`config.mk`:
```
export PLATFORM = sky130hd
export DESIGN_NAME = mem_access
export DESIGN_NICKNAME = d
export VERILOG_FILES = /design/src/rtl/mem_access_pkg.sv /design/src/rtl/mem_access_load_align.sv /design/src/rtl/mem_access.sv
export SDC_FILE = /design/constraint.sdc
export NUM_CORES = 1
export LEC_CHECK = 0
export BUFFER_PORTS_ARGS = -buffer_cell sky130_fd_sc_hd__buf_2
export CAP_MARGIN = 20
export CORE_MARGIN = 8
export CORE_UTILIZATION = 54
export CTS_CLUSTER_DIAMETER = 30
export DETAILED_ROUTE_END_ITERATION = 8
export PLACE_DENSITY = 0.86
export SLEW_MARGIN = 10
export SYNTH_ARGS = -nofsm -noshare
export SYNTH_HDL_FRONTEND = slang
export SYNTH_SLANG_ARGS = --single-unit
```
`constraint.sdc`:
```
create_clock -name clk -period 5.3 [get_ports clk]
set_clock_uncertainty 0.1 [all_clocks]
set_input_delay 1.06 -clock clk [delete_from_list [all_inputs] [get_ports clk]]
set_output_delay 1.06 -clock clk [all_outputs]
set_load 0.01 [all_outputs]
```
`src/rtl/mem_access_pkg.sv`:
```
// mem_access_pkg: op codes, FSM state encoding and lane helpers for the MEM stage
package mem_access_pkg;

    localparam logic [7:0] EXE_NOP_OP  = 8'b00000000;
    localparam logic [7:0] EXE_ADDU_OP = 8'b00100001;
    localparam logic [7:0] EXE_LB_OP   = 8'b11100000;
    localparam logic [7:0] EXE_LBU_OP  = 8'b11100100;
    localparam logic [7:0] EXE_LH_OP   = 8'b11100001;
    localparam logic [7:0] EXE_LHU_OP  = 8'b11100101;
    localparam logic [7:0] EXE_LW_OP   = 8'b11100011;
    localparam logic [7:0] EXE_SB_OP   = 8'b11101000;
    localparam logic [7:0] EXE_SH_OP   = 8'b11101001;
    localparam logic [7:0] EXE_SW_OP   = 8'b11101011;

    typedef enum logic [1:0] {
        MEM_ST_IDLE = 2'b00,
        MEM_ST_BUSY = 2'b01,
        MEM_ST_DONE = 2'b10
    } mem_st_e;

    function automatic logic is_load(input logic [7:0] op);
        return op inside {EXE_LB_OP, EXE_LBU_OP, EXE_LH_OP, EXE_LHU_OP, EXE_LW_OP};
    endfunction

    function automatic logic is_store(input logic [7:0] op);
        return op inside {EXE_SB_OP, EXE_SH_OP, EXE_SW_OP};
    endfunction

    function automatic logic misaligned(input logic [7:0] op, input logic [1:0] a);
        return (op inside {EXE_LH_OP, EXE_LHU_OP, EXE_SH_OP} && a[0]) ||
               (op inside {EXE_LW_OP, EXE_SW_OP} && a != 2'b00);
    endfunction

    // Big-endian lanes: byte 0 of the word lives on sel[3] / bits 31:24
    function automatic logic [3:0] lane_sel(input logic [7:0] op, input logic [1:0] a);
        return (op inside {EXE_LB_OP, EXE_LBU_OP, EXE_SB_OP}) ? 4'b1000 >> a :
               (op inside {EXE_LH_OP, EXE_LHU_OP, EXE_SH_OP}) ? (a[1] ? 4'b0011 : 4'b1100) :
               4'b1111;
    endfunction

    function automatic logic [31:0] store_data(input logic [7:0] op, input logic [31:0] d);
        return (op == EXE_SB_OP) ? {4{d[7:0]}} : (op == EXE_SH_OP) ? {2{d[15:0]}} : d;
    endfunction

endpackage

```
`src/rtl/mem_access_load_align.sv`:
```
// mem_access_load_align: picks the addressed byte/half of a bus word and sign/zero-extends it
module mem_access_load_align
    import mem_access_pkg::*;
(
    input  logic [7:0]  aluop_i,
    input  logic [1:0]  addr_i,
    input  logic [31:0] rdata_i,
    output logic [31:0] result_o
);

    logic [7:0]  byte_w;
    logic [15:0] half_w;

    // Lane select then extension; addr[0] is don't-care for halves
    always_comb begin
        byte_w   = addr_i[1] ? (addr_i[0] ? rdata_i[7:0] : rdata_i[15:8])
                             : (addr_i[0] ? rdata_i[23:16] : rdata_i[31:24]);
        half_w   = addr_i[1] ? rdata_i[15:0] : rdata_i[31:16];
        result_o = (aluop_i == EXE_LB_OP)  ? {{24{byte_w[7]}}, byte_w} :
                   (aluop_i == EXE_LBU_OP) ? {24'b0, byte_w} :
                   (aluop_i == EXE_LH_OP)  ? {{16{half_w[15]}}, half_w} :
                   (aluop_i == EXE_LHU_OP) ? {16'b0, half_w} :
                   rdata_i;
    end

endmodule

```
`src/rtl/mem_access.sv`:
```
// mem_access: MEM stage, runs loads/stores over a req/ack bus and stalls the pipe until done.
// Optional MEM_ALIGN_CHECK_EN adds addr_err_o and rejects misaligned half/word accesses.
module mem_access
    import mem_access_pkg::*;
#(
    parameter int unsigned BUS_TIMEOUT = 256
) (
    input  logic        clk,
    input  logic        rst,
    input  logic [4:0]  mem_wd_i,
    input  logic        mem_wreg_i,
    input  logic [31:0] mem_wdata_i,
    input  logic [7:0]  mem_aluop_i,
    input  logic [31:0] mem_addr_i,
    input  logic [31:0] mem_reg2_i,
    input  logic        bus_ack_i,
    input  logic [31:0] bus_rdata_i,
    output logic [4:0]  wd_o,
    output logic        wreg_o,
    output logic [31:0] wdata_o,
    output logic        bus_req_o,
    output logic        bus_we_o,
    output logic [31:0] bus_addr_o,
    output logic [3:0]  bus_sel_o,
    output logic [31:0] bus_wdata_o,
    output logic        stallreq_o,
`ifdef MEM_ALIGN_CHECK_EN
    output logic        addr_err_o,
`endif
    output logic        bus_err_o
);

    mem_st_e     state_q, state_d;
    logic        bus_req_q, bus_req_d, bus_we_q, bus_we_d;
    logic [31:0] bus_addr_q, bus_addr_d, bus_wdata_q, bus_wdata_d;
    logic [3:0]  bus_sel_q, bus_sel_d;
    logic [7:0]  op_q, op_d;
    logic [1:0]  lo_q, lo_d;
    logic [4:0]  wd_q, wd_d;
    logic        wreg_q, wreg_d;
    logic [31:0] cap_q, cap_d, cnt_q, cnt_d;
    logic [31:0] ld_res;
    logic        mis, go, idle, timeout_hit;

`ifdef MEM_ALIGN_CHECK_EN
    assign mis        = misaligned(mem_aluop_i, mem_addr_i[1:0]);
    assign addr_err_o = idle && mis;
`else
    assign mis = 1'b0;
`endif

    assign idle        = state_q == MEM_ST_IDLE;
    assign go          = idle && (is_load(mem_aluop_i) || is_store(mem_aluop_i)) && !mis;
    assign timeout_hit = (BUS_TIMEOUT != 0) && (cnt_q == 32'(BUS_TIMEOUT - 1));

    mem_access_load_align u_align (
        .aluop_i  (op_q),
        .addr_i   (lo_q),
        .rdata_i  (cap_q),
        .result_o (ld_res)
    );

    // Write-back: pass-through in IDLE, captured instruction afterwards; loads write only in DONE
    assign wd_o    = idle ? mem_wd_i : wd_q;
    assign wdata_o = idle ? mem_wdata_i : ld_res;
    assign wreg_o  = idle ? (mem_wreg_i && !is_load(mem_aluop_i) && !is_store(mem_aluop_i))
                          : (state_q == MEM_ST_DONE && is_load(op_q) && wreg_q);

    assign bus_req_o   = bus_req_q;
    assign bus_we_o    = bus_we_q;
    assign bus_addr_o  = bus_addr_q;
    assign bus_sel_o   = bus_sel_q;
    assign bus_wdata_o = bus_wdata_q;

    // Next-state, bus field capture and stall/error outputs; ack beats timeout
    always_comb begin
        state_d     = state_q;
        bus_req_d   = bus_req_q;
        bus_we_d    = bus_we_q;
        bus_addr_d  = bus_addr_q;
        bus_sel_d   = bus_sel_q;
        bus_wdata_d = bus_wdata_q;
        op_d        = op_q;
        lo_d        = lo_q;
        wd_d        = wd_q;
        wreg_d      = wreg_q;
        cap_d       = cap_q;
        cnt_d       = cnt_q;
        stallreq_o  = 1'b0;
        bus_err_o   = 1'b0;
        case (state_q)
            MEM_ST_IDLE: begin
                if (go) begin
                    stallreq_o  = 1'b1;
                    state_d     = MEM_ST_BUSY;
                    bus_req_d   = 1'b1;
                    bus_we_d    = is_store(mem_aluop_i);
                    bus_addr_d  = {mem_addr_i[31:2], 2'b00};
                    bus_sel_d   = lane_sel(mem_aluop_i, mem_addr_i[1:0]);
                    bus_wdata_d = is_store(mem_aluop_i) ? store_data(mem_aluop_i, mem_reg2_i) : 32'b0;
                    op_d        = mem_aluop_i;
                    lo_d        = mem_addr_i[1:0];
                    wd_d        = mem_wd_i;
                    wreg_d      = mem_wreg_i;
                    cnt_d       = 32'b0;
                end
            end
            MEM_ST_BUSY: begin
                stallreq_o = 1'b1;
                if (bus_ack_i) begin
                    cap_d     = bus_rdata_i;
                    bus_req_d = 1'b0;
                    state_d   = MEM_ST_DONE;
                end else if (timeout_hit) begin
                    cap_d     = 32'b0;
                    bus_req_d = 1'b0;
                    bus_err_o = 1'b1;
                    state_d   = MEM_ST_DONE;
                end else begin
                    cnt_d = cnt_q + 32'd1;
                end
            end
            default: state_d = MEM_ST_IDLE;
        endcase
    end

    // State and capture registers, cleared by active-low synchronous reset
    always_ff @(posedge clk) begin
        if (!rst) begin
            state_q     <= MEM_ST_IDLE;
            bus_req_q   <= 1'b0;
            bus_we_q    <= 1'b0;
            bus_addr_q  <= 32'b0;
            bus_sel_q   <= 4'b0;
            bus_wdata_q <= 32'b0;
            op_q        <= 8'b0;
            lo_q        <= 2'b0;
            wd_q        <= 5'b0;
            wreg_q      <= 1'b0;
            cap_q       <= 32'b0;
            cnt_q       <= 32'b0;
        end else begin
            state_q     <= state_d;
            bus_req_q   <= bus_req_d;
            bus_we_q    <= bus_we_d;
            bus_addr_q  <= bus_addr_d;
            bus_sel_q   <= bus_sel_d;
            bus_wdata_q <= bus_wdata_d;
            op_q        <= op_d;
            lo_q        <= lo_d;
            wd_q        <= wd_d;
            wreg_q      <= wreg_d;
            cap_q       <= cap_d;
            cnt_q       <= cnt_d;
        end
    end

endmodule
```
==> metrics.csv, run 1 <==
stage;metric;value;unit
floorplan;die_y;130.1;um
layout;stdcell_count;1273;
placed_design;placed_cells_incl_taps;1239;
grt;grt_max_degree;51;
synth;yosys.area.top_type_share;42.72;%
setup_path;crit_arrival;2.85;ns
timing;tightest_slew;1.014;ns
timing;setup_viol;0;
power_and_ir_drop;p_leak;3.761;nW
setup_path;worstSetupPathType;reg2out;
layout;layout_common_cells;buf_2 (252), nand2_1 (170), dfxtp_1 (150), a21oi_1 (97), o21ai_0 (63);
setup_path;crit_required;4.14;ns
clock_tree;htreeDepth;4;
timing;fin_ws;1.288;ns
synth;synth-edff-count;0;
grt;antenna_found_initial;2;
power_and_ir_drop;clock_power_share;48.4;%
grt;grt_overflow;0;
clock_tree;clk_latency;0.42;ns
clock_tree;cts_resized;0;
placed_design;dpl.hpwl;16150;um
synth;synth-seq-area-share;42.72;%
timing;finalCriticalPeriod;4.012;ns
synth;async_reset_ff_share;0;%
synth;ys_top_cells_by_area;dfxtp_1 (43%), nand2_1 (9.1%), a21oi_1 (7.0%), a22o_1 (5.2%), o21ai_0 (4.5%);
floorplan;core-area;12670;sq um
floorplan;start_util;55.48;%
floorplan;die_area;16920;sq um
synth;syn_area_per_cell;8.098;sq um
clock_tree;numClockSinks;150;
floorplan;die_w;130.1;um
synth;synth_area;7029;sq um
clock_tree;cts_root_buffer;clkbuf_16;
clock_tree;cts_tree;yes;
grt;grt_pass1_wl;35300;um
layout;drive_gt1_share;28.91;%
synth;postSynthCellCount;868;
drt;drt-initial-drc-count;671;
timing;hold_violations;0;
placed_design;place_congestion;0.8538;
setup_path;critPathSlowestCell;nor3_1;
clock_tree;cts_buffer_depth;2;
timing;finalCritPeriodShare;75.69;%
placed_design;pre_cts_ws;1.588;ns
timing;rsz0062_at_grt;false;
drt;drc;0;
clock_tree;holdBufCountCts;0;
drt;ant_nets;0;
drt;routed_wl;22530;um
clock_tree;post_cts_buffers;0;
layout;synthToLayoutAreaGrowth;27.93;%
run;maxCapViolations;0;
run_status;status;complete, no violations;
timing;relSlewSlack;32.25;%
setup_path;cp_cell_sequence;nand4b_1, or3_1, nor3_1, a22oi_1, a21oi_1, buf_2;
drt;wl_per_cell;17.70;um
power_and_ir_drop;internal-power;1.994;mW
placed_design;port_buffers;252;
power_and_ir_drop;p_per_area;288.0;nW/um^2
synth;ys_types;58;
clock_tree;path_clk_slew;0.06;ns
grt;first_global_vias;7151;
drt;viasPerCell;5.865;
power_and_ir_drop;vdd_drop_max;0.2388;mV
drt;dr.pass1.iters;5;
layout;finish.utilization;70.97;%
drt;vias;7466;
synth;synthFlopType;dfxtp_1;
timing;timing.hold.ws;0.3462;ns
layout;final_common_cell;buf_2;
layout;nNetsFinal;1233;
grt;grt.total_usage;26.09;%
setup_path;cp-start-kind;register;
setup_path;crit_fanout;10;
timing;drv_slew;0;
synth;synth_top_area_cell;dfxtp_1;
setup_path;critical_path.max_stage_delay;0.82;ns
power_and_ir_drop;p_sw_share;23.03;%
power_and_ir_drop;seqPwrFrac;44.2;%
clock_tree;cts_buffers;17;
timing;finalSetupTns;0;ns
floorplan;num_rows;41;
synth;ys_warn_count;0;
power_and_ir_drop;switchingPower;0.5964;mW
setup_path;end_kind;output pin;
power_and_ir_drop;power_frac_comb;7.4;%
timing;timing.fmax;249.3;MHz
synth;synth_seq_cells;150;
min_path;hold_path.class;reg2reg;
floorplan;io_pins;255;
## path summary, 6_finish.rpt
| check | slack [ns] | startpoint | end | cells past startpoint |
|---|---|---|---|---|
| worst max-delay path | 1.29 | op_q[4] | wdata_o[15] | 6 |
| worst min-delay path | 0.35 | bus_wdata_o[8] | bus_wdata_o[8] | 2 |
| worst max register to register | 2.68 | state_q[1] | bus_wdata_o[11] | 4 |
| worst min register to register | 0.35 | bus_wdata_o[8] | bus_wdata_o[8] | 2 |
## Yosys cell counts (4+ instances only)
cell type	number
dfxtp_1	150
mux4_2	8
mux2i_1	27
nor3_1	11
nand2b_1	5
or3_1	5
buf_1	8
a21o_1	5
buf_4	4
o21ai_0	63
clkbuf_1	45
nand4b_1	4
nor2b_1	6
and3_1	8
nand4_1	9
o31ai_1	5
a22o_1	42
and2_1	4
nand2_1	170
o41ai_1	6
a22oi_1	15
nor4_1	12
a21oi_1	98
a31oi_1	7
or4_1	7
and4_1	4
nor2_1	59
buf_2	7
a211o_1	5
nand3_1	31
## state kept, by name (all words and copies together), names as in the netlist
signal	flops
op_q	8
state_q	2
bus_req_o	1
bus_wdata_o	32
cnt_q	32
lo_q	2
wd_q	5
bus_we_o	1
wreg_q	1
cap_q	32
bus_sel_o	4
bus_addr_o	30
## stage by stage
stage | power (mW) | area [sq um]
3_5_place_dp | 1.359 | 8356
5_1_grt | 2.673 | 8990
6_report | 2.590 | 8992
4_1_cts | 2.606 | 8979
2_1_floorplan | 1.256 | 7033
3_3_place_gp | 1.356 | 8356
## worst max-delay path: cells and delay by family, from the launching register on
kind	cells	cell delay, ns
flip-flops	1	0.30
AO/OA/AOI/OAI	2	0.45
buffers and inverters	1	0.16
AND/OR/NAND/NOR	3	1.52
## final cells by class
type                    instances  area [sq um]
fillers                      1007          3679
inverters                       3         11.26
clock inverters                12         166.4
clock buffers                  20         456.7
multi-input cells             651          3782
flip-flops and latches        150          3003
diodes                          1         2.502
repair buffers                264          1355
well taps                     172         215.2
## routing by layer
metal | global-route usage (%) | vias to the layer above | part of all wire, %
li1 | - | 3580 | -
met1 | 29.99 | 3456 | 39
met2 | 42.75 | 376 | 48
met3 | 9.098 | 50 | 11
met4 | 12.23 | 4 | 2.4
met5 | 0 | - | 0.093
## power by group through the flow
stage	clock, mW	sequential [mW]	combinational (mW)
finish	1.25	1.14	0.192
global placement	0	1.17	0.187
CTS	1.27	1.14	0.192
detailed placement	0	1.17	0.190
floorplan	0	1.17	0.0862
global route	1.32	1.14	0.211
## logic make-up (layout without fill, tap and decap cells)
family / count (synthesis) / count (layout) / share of synthesized area (%)
DFF: 150 / 150 / 42.72
muxes: 36 / 36 / 6.568
buffers and inverters: 68 / 299 / 3.987
adders and majority gates: 1 / 1 / 0.1780
other: 1 / 3 / 0.05335
and+or+nand+nor: 349 / 349 / 23.10
AOI/OAI and AO/OA: 263 / 263 / 23.39
(Power assumes the default switching activity.)
==> run 2, diff against run 1 <==
--- a/config.mk
+++ b/config.mk
@@ -8,10 +8,10 @@
 export BUFFER_PORTS_ARGS = -buffer_cell sky130_fd_sc_hd__buf_2
 export CAP_MARGIN = 20
 export CORE_MARGIN = 8
-export CORE_UTILIZATION = 54
+export CORE_UTILIZATION = 45
 export CTS_CLUSTER_DIAMETER = 30
 export DETAILED_ROUTE_END_ITERATION = 8
-export PLACE_DENSITY = 0.86
+export PLACE_DENSITY = 0.77
 export SLEW_MARGIN = 10
 export SYNTH_ARGS = -nofsm -noshare
 export SYNTH_HDL_FRONTEND = slang
==> constraint.sdc (replaced) <==
create_clock -name clk -period 3.4 [get_ports clk]
set_clock_uncertainty 0.1 [all_clocks]
set_input_delay 0.68 -clock clk [delete_from_list [all_inputs] [get_ports clk]]
set_output_delay 0.68 -clock clk [all_outputs]
set_load 0.01 [all_outputs]
==> metrics.csv, run 2 (synthesis gave the netlist of run 1 again) <==
stage;metric;value;unit
run_status;status;complete, no violations;
layout;seq_area;3003;sq um
drt;ant_nets;0;
timing;finalCriticalPeriod;3.137;ns
drt;drc;0;
timing;drv_slew;0;
floorplan;start_util;46.07;%
clock_tree;post_cts_buffers;0;
drt;drt-initial-drc-count;715;
power_and_ir_drop;internal-power;3.030;mW
floorplan;io_pins;255;
timing;setup_viol;0;
grt;grt_overflow;0;
clock_tree;htreeDepth;4;
setup_path;end_kind;output pin;
floorplan;die_w;141.0;um
layout;drive_gt1_share;29.32;%
layout;layout_common_cells;buf_2 (252), nand2_1 (170), dfxtp_1 (150), a21oi_1 (97), o21ai_0 (63);
drt;wl_per_cell;17.35;um
timing;finalSetupTns;0;ns
power_and_ir_drop;vdd_drop_max;0.3493;mV
timing;hold_violations;0;
setup_path;crit_fanout;16;
layout;nNetsFinal;1241;
layout;final_common_cell;buf_2;
min_path;hold_path.class;reg2reg;
timing;rsz0062_at_grt;false;
power_and_ir_drop;p_leak;3.789;nW
timing;tightest_slew;0.7352;ns
layout;nFillCells;1414;
run;maxCapViolations;0;
clock_tree;cts_tree;yes;
drt;wl_met2;10840;um
layout;diodes;0;
clock_tree;path_clk_slew;0.06;ns
layout;multi_input_area;3787;sq um
floorplan;die_y;141.0;um
clock_tree;clk_latency;0.42;ns
setup_path;cp-start-kind;register;
clock_tree;cts_buffer_depth;2;
placed_design;port_buffers;252;
power_and_ir_drop;clock_power_share;46.8;%
drt;viasPerCell;5.617;
drt;wl_met3;2380;um
power_and_ir_drop;power_frac_comb;7.7;%
drt;routed_wl;22840;um
grt;first_global_vias;7157;
clock_tree;cts_buffers;17;
clock_tree;cts_root_buffer;clkbuf_16;
layout;synthToLayoutAreaGrowth;28.73;%
timing;finalCritPeriodShare;92.26;%
floorplan;num_rows;45;
power_and_ir_drop;p_sw_share;22.83;%
drt;route.top_layer_used;met4;
placed_design;place_congestion;0.8947;
setup_path;crit_required;2.62;ns
setup_path;worstSetupPathType;reg2out;
power_and_ir_drop;switchingPower;0.8965;mW
timing;relSlewSlack;50.81;%
power_and_ir_drop;p_per_area;434.0;nW/um^2
clock_tree;numClockSinks;150;
power_and_ir_drop;seqPwrFrac;45.4;%
drt;vias;7392;
grt;grt.total_usage;22.23;%
setup_path;crit_arrival;2.36;ns
timing;timing.fmax;318.8;MHz
layout;finish.utilization;59.30;%
floorplan;core-area;15260;sq um
grt;antenna_found_initial;0;
grt;grt_pass1_wl;36050;um
grt;grt_max_degree;54;
drt;dr.pass1.iters;6;
drt;wirelength_met1;9225;um
placed_design;dpl.hpwl;16610;um
floorplan;die_area;19880;sq um
## run 2: worst max-delay path, stage by stage, from the launching register on
cell and delay, ns:
dfxtp_1 0.30, nand4b_1 0.21, nor3_1 0.34, nand2_1 0.45, a21oi_1 0.33, o21ai_0 0.12
buf_2 0.18
## run 2: per-layer routing
metal | GRT usage (%) | vias up
met4 | 8.032 | 0
li1 | - | 3582
met5 | 0 | -
met2 | 36.04 | 324
met3 | 8.238 | 31
met1 | 26.47 | 3455
## run 2: repair_timing
item	4_1_cts	5_1_grt
setup endpoints to repair	0	3
hold buffers	0	0
gates resized for setup	0	1
## run 2: final timing paths
| check | start | end | slack, ns | cells past startpoint |
|---|---|---|---|---|
| worst max-delay path | op_q[4] | wdata_o[1] | 0.26 | 6 |
| worst min-delay path | bus_we_o | bus_we_o | 0.34 | 2 |
| worst max register to register | state_q[1] | bus_wdata_o[7] | 0.94 | 5 |
| worst min register to register | bus_we_o | bus_we_o | 0.34 | 2 |
## run 2: metrics by stage
| step | total power [mW] | area, sq um | hold WS [ns] | cells | setup slack, ns |
|---|---|---|---|---|---|
| after floorplan | 1.958 | 7033 | 0.3366 | 869 | 0.7586 |
| after global placement | 2.121 | 8472 | 0.3271 | 1287 | 0.6258 |
| after detailed placement | 2.125 | 8472 | 0.3336 | 1287 | 0.5960 |
| after CTS | 3.952 | 9044 | 0.3434 | 1316 | 0.1361 |
| after global routing | 4.049 | 9049 | 0.3606 | 1316 | 0.1197 |
| final | 3.927 | 9049 | 0.3391 | 1316 | 0.2631 |
## run 2: power groups by stage
| stage | registers (mW) | logic, mW | clock network [mW] |
|---|---|---|---|
| 2_1_floorplan | 1.82 | 0.134 | 0 |
| 3_3_place_gp | 1.82 | 0.300 | 0 |
| 3_5_place_dp | 1.82 | 0.303 | 0 |
| 4_1_cts | 1.78 | 0.305 | 1.86 |
| 5_1_grt | 1.78 | 0.333 | 1.93 |
| 6_report | 1.78 | 0.304 | 1.84 |
## run 2: area by class of cell
class                           count  share of cell area (%)
Timing Repair Buffer              272                   15.60
Clock inverter                      8                   1.120
Multi-Input combinational cell    651                   41.86
Sequential cell                   150                   33.19
Inverter                            3                  0.1244
Clock buffer                       21                   5.199
Tap cell                          211                   2.918
